==> src/rtl/shift_result_stage.sv <==
// Registered output stage after the barrel shifter: derives Z/N/C flags at
// acceptance and buffers result+flags in a two-entry skid buffer so that
// in_ready never depends combinationally on out_ready.
module shift_result_stage #(
   parameter int unsigned WIDTH = 8,
   parameter int unsigned LEVEL = $clog2(WIDTH)
) (
   input  logic             clk,
   input  logic             rst_n,
   input  logic             in_valid,
   output logic             in_ready,
   input  logic [WIDTH-1:0] in_y,
   input  logic [WIDTH-1:0] in_a,
   input  logic [LEVEL-1:0] in_b,
   input  logic [1:0]       in_op,
   output logic             out_valid,
   input  logic             out_ready,
   output logic [WIDTH-1:0] out_y,
   output logic             out_z,
   output logic             out_n,
   output logic             out_c
);

   localparam logic [1:0] OP_SRL = 2'b00;
   localparam logic [1:0] OP_SLL = 2'b01;
   localparam logic [1:0] OP_ROR = 2'b10;
   localparam logic [1:0] OP_ROL = 2'b11;

   // Result plus its condition flags, stored together per slot
   typedef struct packed {
      logic [WIDTH-1:0] y;
      logic             z;
      logic             n;
      logic             c;
   } entry_t;

   // Encoding is {out_valid, skid_valid}
   typedef enum logic [1:0] {
      ST_EMPTY = 2'b00,
      ST_ONE   = 2'b10,
      ST_FULL  = 2'b11
   } state_e;

   state_e           state_q, state_d;
   entry_t           main_q, main_d;
   entry_t           skid_q, skid_d;
   logic             in_ready_q, in_ready_d;

   entry_t           new_e;
   logic             carry;
   logic [LEVEL-1:0] srl_idx;
   logic [LEVEL-1:0] sll_idx;
   logic             acc;
   logic             rel;

   // Index arithmetic wraps at LEVEL bits; WIDTH - b is only used when b != 0
   assign srl_idx = in_b - LEVEL'(1);
   assign sll_idx = LEVEL'(WIDTH) - in_b;

   // Carry: last bit shifted out for logical shifts, wrapped bit for rotates
   always_comb begin
      carry = 1'b0;
      if (in_b != '0) begin
         case (in_op)
            OP_SRL:  carry = in_a[srl_idx];
            OP_SLL:  carry = in_a[sll_idx];
            OP_ROR:  carry = in_y[WIDTH-1];
            OP_ROL:  carry = in_y[0];
            default: carry = 1'b0;
         endcase
      end
   end

   assign new_e.y = in_y;
   assign new_e.z = (in_y == '0);
   assign new_e.n = in_y[WIDTH-1];
   assign new_e.c = carry;

   assign acc = in_valid && in_ready_q;
   assign rel = state_q[1] && out_ready;

   // Next-state and slot updates for the skid buffer
   always_comb begin
      state_d = state_q;
      main_d  = main_q;
      skid_d  = skid_q;
      case (state_q)
         ST_EMPTY: begin
            if (acc) begin
               main_d  = new_e;
               state_d = ST_ONE;
            end
         end
         ST_ONE: begin
            if (acc && rel) begin
               main_d = new_e;
            end else if (acc) begin
               skid_d  = new_e;
               state_d = ST_FULL;
            end else if (rel) begin
               state_d = ST_EMPTY;
            end
         end
         ST_FULL: begin
            if (rel) begin
               main_d  = skid_q;
               state_d = ST_ONE;
            end
         end
         default: state_d = ST_EMPTY;
      endcase
      in_ready_d = (state_d != ST_FULL);
   end

   // State and storage registers with synchronous active-low reset
   always_ff @(posedge clk) begin
      if (!rst_n) begin
         state_q    <= ST_EMPTY;
         main_q     <= '0;
         skid_q     <= '0;
         in_ready_q <= 1'b0;
      end else begin
         state_q    <= state_d;
         main_q     <= main_d;
         skid_q     <= skid_d;
         in_ready_q <= in_ready_d;
      end
   end

   assign in_ready  = in_ready_q;
   assign out_valid = state_q[1];
   assign out_y     = main_q.y;
   assign out_z     = main_q.z;
   assign out_n     = main_q.n;
   assign out_c     = main_q.c;

endmodule

==> config.mk <==
export PLATFORM = sky130hd
export DESIGN_NAME = shift_result_stage
export DESIGN_NICKNAME = d
export VERILOG_FILES = /design/src/rtl/shift_result_stage.sv
export SDC_FILE = /design/constraint.sdc
export NUM_CORES = 1
export LEC_CHECK = 0
export ABC_CLOCK_PERIOD_IN_PS = 2740
export BUFFER_PORTS_ARGS = -buffer_cell sky130_fd_sc_hd__buf_2
export CAP_MARGIN = 20
export CORE_ASPECT_RATIO = 0.75
export CORE_MARGIN = 3
export CORE_UTILIZATION = 30
export DETAILED_ROUTE_END_ITERATION = 16
export PLACE_DENSITY_LB_ADDON = 0.12
export SLEW_MARGIN = 20
export SYNTH_ARGS = -nofsm -noshare
export SYNTH_HDL_FRONTEND = slang
export SYNTH_SLANG_ARGS = --single-unit
==> constraint.sdc <==
create_clock -name clk -period 2.74 [get_ports clk]
set_clock_uncertainty 0.15 [all_clocks]
set_input_delay 0.274 -clock clk [delete_from_list [all_inputs] [get_ports clk]]
set_output_delay 0.274 -clock clk [all_outputs]
set_load 0.01 [all_outputs]
==> metrics.md, run 1 <==
| Metric | Value |
|---|---|
| Outcome | finished clean |
| Area contributors post-synth | dfxtp_1, mux2i_1, o211a_1 |
| Initial antenna violation count | 0 |
| GPL Wtd Cong | 0.759 |
| CP endpoint kind | flip-flop |
| Met2 usage | 0.199 |
| RSZ-0062 raised after global routing | no |
| Yosys warning total | 0 |
| Sequential fraction of the synthesis area | 0.349 |
| Worst R2R Setup Slack | 0.76 ns |
| Number of synthesized flops with an enable pin | 0 |
| Reg-to-reg startpoint | state_q[1] |
| Cell Chain, Critical Path | inv_1 > ha_1 > a22oi_1 > nor2b_1 > buf_4 > mux2i_1 > o2bb2ai_1 |
| Fill count | 438 |
| Yosys reg bits | 23 |
| Hold-fix buffers, CTS | 0 |
| Commonest non-fill, non-tap cell in the layout | buf_2 |
| Global-route wire length before repair | 4800 microns |
| Initial core utilization | 0.319 |
| Die H | 63.4 microns |
| Final setup violation count | 0 |
| Number of nets in the layout | 203 |
| Unique cell type count in the Yosys netlist | 29 |
| Wire per inst | 12.8 microns |
| DP Area | 1540 sq um |
| Met3 global-route usage | 0.0357 |
| Count of pins over their slew limit | 0 |
| HP Class | input pin to flip-flop |
| Port Buf Inserts | 37 |
| CP endpoint | out_c |
| Final cell area excluding filler cells | 1590 sq um |
| Die ar. | 5240 sq um |
| Ratio of final minimum period to clock period | 0.722 |
| Hold Vio Cnt, Final | 0 |
| CP Data Arrival Time | 2.02 ns |
| Worst path slowest cell | dfxtp_1 |
| Global route total overflow | 0 |
| GR peak layer | met2 |
| Post-synthesis net count | 168 |
| Drt pass-1 iters | 4 |
| Clock-pin slew of the registers on the worst-case setup and hold paths | 0.09 ns |
| Gate Count Post-Synth | 136 |
| Vias per std cell | 4.74 |
| Mean Syn Cell Area | 9.70 sq um |
| Post-synth top area share | 0.349 |
| Reg-to-reg endpoint | out_c |
| Rows | 20 |
| PwrDens | 490 nW/um^2 |
| TritonCTS Buffers | 3 |
| Setup bufs post-CTS | 0 |
| Pin count of the biggest net entering global routing | 24 |
| Die width | 82.6 microns |
| Post-Layout Cell Count | 225 |
| Data required time of the worst path | 2.78 ns |
| WHS | 0.153 ns |
| Skew-Pair Late Insertion Delay | 0.27 ns |
| Final Routed Wirelength | 2870 microns |
| Resized cells post-CTS | 0 |
| Startpoint Class | flip-flop |
| Drt drc | 0 |
| Synth Cell Area | 1320 sq um |
| Max VDD drop | 0.000226 V |
| Yosys top cell by area | dfxtp_1 |
| Tot GR Track Use | 0.117 |
| P_leak | 0.819 nW |
| DRT antenna net count | 0 |
| Slowest stage delay, CP | 0.44 ns |
| Post-placement cell count | 221 |
| Crit path from | state_q[1] |
| Max FO, Critical Path | 20 |
| Maxcap violations | 0 |
| Total core area | 4130 sq um |
| Worst Setup Path Type | flip-flop to flip-flop |
| Crit path time final | 1.98 ns |
| Most frequent cells in the layout | buf_2, mux2i_1, dfxtp_1 |
| Post-DP HPWL | 2130 microns |
| Clk buf depth | 2 |
| TNS Setup | 0 ns |
| Via count | 1067 |
| R2R depth | 7 |
| Tot Pwr | 0.000778 W |
| IO Count | 38 |
| Num Clock Sinks | 23 |
| Area grow syn2layout | 20.3% |
| CTS tree | done |
| Met1 GRT Util | 0.147 |
| Top FF cell, synth | dfxtp_1 |
| Achievable Freq | 506 MHz |
| Root buffer cell | clkbuf_8 |
| Share of layout cells above drive strength 1 | 0.265 |
| H-tree Lvls | 1 |
| Async set-reset flop share out of synthesis | 0 |
| Iteration-0 DRC Markers | 34 |
| Vias in the first global route | 1043 |
| Ant diodes | 0 |
| Rel. slew slack | 0.547 |
| Slew @ Worst Pin | 0.678 ns |
how the worst min path moves through the flow:
stage	start	endpoint	slack, ns	depth (start not counted)
after floorplan	rst_n	state_q[1]	0.27	2
after global placement	skid_q[0]	skid_q[0]	0.30	2
after detailed placement	skid_q[0]	skid_q[0]	0.30	2
after CTS	in_y[3]	skid_q[6]	0.14	3
after global routing	in_y[2]	skid_q[5]	0.16	3
final	in_y[3]	skid_q[6]	0.15	3
final cells by class:
class                      count  area [sq um]  area share
multi-input combinational     97           782       0.493
sequential                    23           460       0.290
timing repair buffer          39           200       0.126
tap                           55          68.8      0.0434
clock buffer                   3          41.3      0.0260
clock inverter                 1          7.51     0.00473
inverter                       7          26.3      0.0166
kinds of logic (layout without fill, tap and decap cells):
kind of cell,Yosys count,count (layout),synth area share
AOI/OAI and AO/OA,21,21,0.128
adders and majority gates,8,8,0.0740
buffers and inverters,16,50,0.0579
DFF,23,23,0.349
muxes,26,26,0.231
and+or+nand+nor,42,42,0.159
per-layer routing:
| metal | up-vias | share of wire |
|---|---|---|
| li1 | 548 | - |
| met1 | 501 | 0.47 |
| met3 | 2 | 0.040 |
| met5 | - | 0 |
| met2 | 16 | 0.48 |
| met4 | 0 | 0.0063 |
through the flow:
step | worst slack (ns) | utilization
finish | 0.763 | 0.384
CTS | 0.750 | 0.384
global placement | 0.745 | 0.372
detailed placement | 0.675 | 0.372
global route | 0.579 | 0.384
floorplan | 0.950 | -
where the power goes:
part / total [W] / switching, W / leakage, nW / internal [W]
registers: 0.000376 / 0.0000151 / 0.188 / 0.000361
clock network: 0.000217 / 0.000114 / 0.0217 / 0.000103
logic: 0.000185 / 0.0000949 / 0.610 / 0.0000905
total: 0.000778 / 0.000224 / 0.819 / 0.000554
critical path: cells and delay by family, from the launching register on:
kind	cells	cell delay, ns
flops	1	0.44
simple gates	1	0.16
mux	1	0.22
compound gates	2	0.35
fa+ha+maj	1	0.24
buf+inv	2	0.36
state kept, by name, summed over array words and instances (netlist names):
signal,flops
out_y,8
state_q,2
in_ready,1
skid_q,10
out_z,1
out_c,1
cell usage after synthesis, types with 2 or more instances:
library cell	instances
and2_1	2
ha_1	7
clkbuf_1	3
nor2_1	7
inv_1	7
nor4_1	2
mux4_1	2
nor2b_1	10
dfxtp_1	23
a21oi_1	3
o21ai_0	3
nand2_1	16
o211a_1	9
buf_2	4
mux2i_1	23
nand3_1	2
(Power assumes the default switching activity.)
==> run 2: changes to the inputs <==
- ABC_AREA: unset -> 1
- ABC_CLOCK_PERIOD_IN_PS: 2740 -> 2000
- clock period: 2.74 -> 2 ns (I/O delays scaled with it)
==> run 2 against run 1 <==
Effect of this change:
- via count rose by 19%
- cell count is 29% higher
- sequential share of layout area fell by 0.54 points
- critical path depth did not move
- core utilization is essentially flat
- count of clock-buffer cells in the layout unchanged
- synthesized cell count up 47%
- flip-flop and latch count is the same
- critical endpoint unchanged
==> metrics.md, run 2 <==
| Metric | Value |
|---|---|
| Max VDD drop | 0.000293 V (was 0.000226 V) |
| Max FO, Critical Path | 11 (was 20) |
| Initial antenna violation count | 0 (unchanged) |
| Most common cell in the synthesized netlist | nand2_1 |
| Post-synthesis net count | 232 (was 168) |
| RSZ-0062 raised after global routing | no (unchanged) |
| Initial core utilization | 0.322 (was 0.319) |
| Die ar. | 5360 sq um (was 5240 sq um) |
| Post-placement cell count | 286 (was 221) |
| Most frequent cells in the layout | buf_2, nand2_1, o21ai_0 (was buf_2, mux2i_1, dfxtp_1) |
| TritonCTS Buffers | 3 (unchanged) |
| Hold-fix buffers, CTS | 0 (unchanged) |
| Clock-pin slew of the registers on the worst-case setup and hold paths | 0.08 ns (was 0.09 ns) |
| Gate Count Post-Synth | 200 (was 136) |
| Final Routed Wirelength | 2870 microns (about the same) |
| IO Count | 38 (unchanged) |
| Final cell area excluding filler cells | 1620 sq um (was 1590 sq um) |
| Sequential fraction of the synthesis area | 0.340 (was 0.349) |
| H-tree Lvls | 1 (unchanged) |
| Largest register FFs | 10 (unchanged) |
| Area grow syn2layout | 19.5% (was 20.3%) |
| Wire per inst | 9.89 microns (was 12.8 microns) |
| Rel. slew slack | 0.788 (was 0.547) |
| Achievable Freq | 577 MHz (was 506 MHz) |
| Global-route wire length before repair | 4820 microns (was 4800 microns) |
| Num Clock Sinks | 23 (unchanged) |
| CP endpoint kind | flip-flop (unchanged) |
| TNS Setup | 0 ns (unchanged) |
| Area contributors post-synth | dfxtp_1, o21ai_0, nand2_1 (was dfxtp_1, mux2i_1, o211a_1) |
| Startpoint Class | flip-flop (unchanged) |
| Post-Layout Cell Count | 290 (was 225) |
| Drt drc | 0 (unchanged) |
| Worst R2R Setup Slack | 0.27 ns (was 0.76 ns) |
| Root buffer cell | clkbuf_8 (unchanged) |
| Data required time of the worst path | 2.05 ns (was 2.78 ns) |
| Worst Hold Path Cells | 3 (unchanged) |
| Crit path time final | 1.73 ns (was 1.98 ns) |
| Global route total overflow | 0 (unchanged) |
| Clk buf depth | 2 (unchanged) |
| Largest Register | skid_q (unchanged) |
| Unique cell type count in the Yosys netlist | 25 (was 29) |
| Number of nets in the layout | 268 (was 203) |
| Ant diodes | 0 (unchanged) |
| Slew @ Worst Pin | 0.319 ns (was 0.678 ns) |
| Iteration-0 DRC Markers | 53 (was 34) |
| HP Class | input pin to flip-flop (unchanged) |
| R2R depth | 7 (unchanged) |
| Count of pins over their slew limit | 0 (unchanged) |
| WHS | 0.0529 ns (was 0.153 ns) |
| Post-DP HPWL | 2280 microns (was 2130 microns) |
| Yosys top cell by area | dfxtp_1 (unchanged) |
| CP Data Arrival Time | 1.78 ns (was 2.02 ns) |
| Number of synthesized flops with an enable pin | 0 (unchanged) |
| Pre-CTS setup slack | 0.209 ns (was 0.675 ns) |
| Most frequent cells after synthesis | nand2_1, inv_1, o21ai_0 (was dfxtp_1, mux2i_1, nand2_1) |
| Hold Vio Cnt, Final | 0 (unchanged) |
| Post-synth top area share | 0.340 (was 0.349) |
| Final setup violation count | 0 (unchanged) |
| Die H | 64.2 microns (was 63.4 microns) |
| Maxcap violations | 0 (unchanged) |
| Synth Cell Area | 1350 sq um (was 1320 sq um) |
| PwrDens | 664 nW/um^2 (was 490 nW/um^2) |
| Pin count of the biggest net entering global routing | 23 (was 24) |
| Outcome | finished clean (unchanged) |
| Async set-reset flop share out of synthesis | 0 (unchanged) |
| Yosys warning total | 0 (unchanged) |
| CTS tree | done (unchanged) |
| Via count | 1267 (was 1067) |
| Slack of the critical path | 0.266 ns (was 0.763 ns) |
| GPL Wtd Cong | 0.733 (was 0.759) |
| Worst Setup Path Type | flip-flop to flip-flop (unchanged) |
| Top FF cell, synth | dfxtp_1 (unchanged) |
| P_leak | 0.856 nW (was 0.819 nW) |
| Skew-Pair Late Insertion Delay | 0.26 ns (was 0.27 ns) |
| DP Area | 1570 sq um (was 1540 sq um) |
| DRT antenna net count | 0 (unchanged) |
| Vias per std cell | 4.37 (was 4.74) |
| Mean Syn Cell Area | 6.76 sq um (was 9.70 sq um) |
| Rows | 20 (unchanged) |
| Ratio of final minimum period to clock period | 0.867 (was 0.722) |
| Drt pass-1 iters | 4 (unchanged) |
| Vias in the first global route | 1085 (was 1043) |
| Share of layout cells above drive strength 1 | 0.243 (was 0.265) |
| Yosys reg bits | 23 (unchanged) |
| Tot GR Track Use | 0.108 (was 0.117) |
| Port Buf Inserts | 37 (unchanged) |
| Total core area | 4200 sq um (was 4130 sq um) |
| Die width | 83.5 microns (was 82.6 microns) |
| Commonest non-fill, non-tap cell in the layout | buf_2 (unchanged) |
-- run 2: changes by cell type after synthesis, moves of 10 or more --
cell / previous run / this run
nor2_1: 7 / 20
nor2b_1: 10 / 0
nand3_1: 2 / 14
o21ai_0: 3 / 30
a21oi_1: 3 / 13
nand2_1: 16 / 35
inv_1: 7 / 30
mux2i_1: 23 / 0
-- run 2: metal layers --
layer | track usage | vias up | share of wire | wire length, microns
met5 | 0 | - | 0 | 0
met4 | 0.0301 | 0 | 0 | 0
met3 | 0.0245 | 0 | 0.050 | 144
met2 | 0.155 | 34 | 0.40 | 1160
met1 | 0.160 | 527 | 0.54 | 1560
li1 | - | 706 | - | -
-- run 2: critical path: stages, from the launching register on --
cell     delay (ns)
dfxtp_1        0.42
inv_1          0.09
ha_1           0.31
o21ai_2        0.18
nand2_4        0.10
inv_2          0.18
o21ai_0        0.11
a21oi_1        0.13
-- run 2: per-stage QoR --
stage                     total power (W)   util
after floorplan                  0.000720      -
after global placement           0.000805  0.374
after detailed placement         0.000801  0.374
after CTS                         0.00109  0.385
after global routing              0.00115  0.385
final                             0.00107  0.385
-- run 2: final timing paths --
| kind | start | to |
|---|---|---|
| min reg2reg | out_y[5] | out_y[5] |
| min | in_y[6] | skid_q[9] |
| max reg2reg | state_q[1] | out_c |
| max | state_q[1] | out_c |
-- run 2: report_power, final --
group | internal, W | total (W) | switching (W)
combinational | 0.000111 | 0.000271 | 0.000161
sequential | 0.000497 | 0.000517 | 0.0000200
clock | 0.000139 | 0.000285 | 0.000146
-- run 2: repair_timing --
action	4_1_cts	5_1_grt
setup endpoints to repair	0	4
buffers inserted	0	0
hold endpoints to repair	0	0
resized for setup	0	1
-- run 2: kinds of logic (layout without fill, tap and decap cells) --
kind of cell | Yosys count | count (layout) | synth area share
AND/OR/NAND/NOR | 75 | 75 | 0.240
buffers and inverters | 45 | 80 | 0.145
AO/OA/AOI/OAI | 50 | 50 | 0.210
flip-flops | 23 | 23 | 0.340
adder cells (fa/ha/maj) | 7 | 7 | 0.0648
-- run 2: area by class of cell --
cell class | instances | area, sq um
fillers | 451 | 2590
multi-input cells | 132 | 696
inverters | 36 | 138
repair buffers | 40 | 208
clock inverters | 1 | 5.00
well taps | 55 | 68.8
flip-flops and latches | 23 | 460
clock buffers | 3 | 41.3
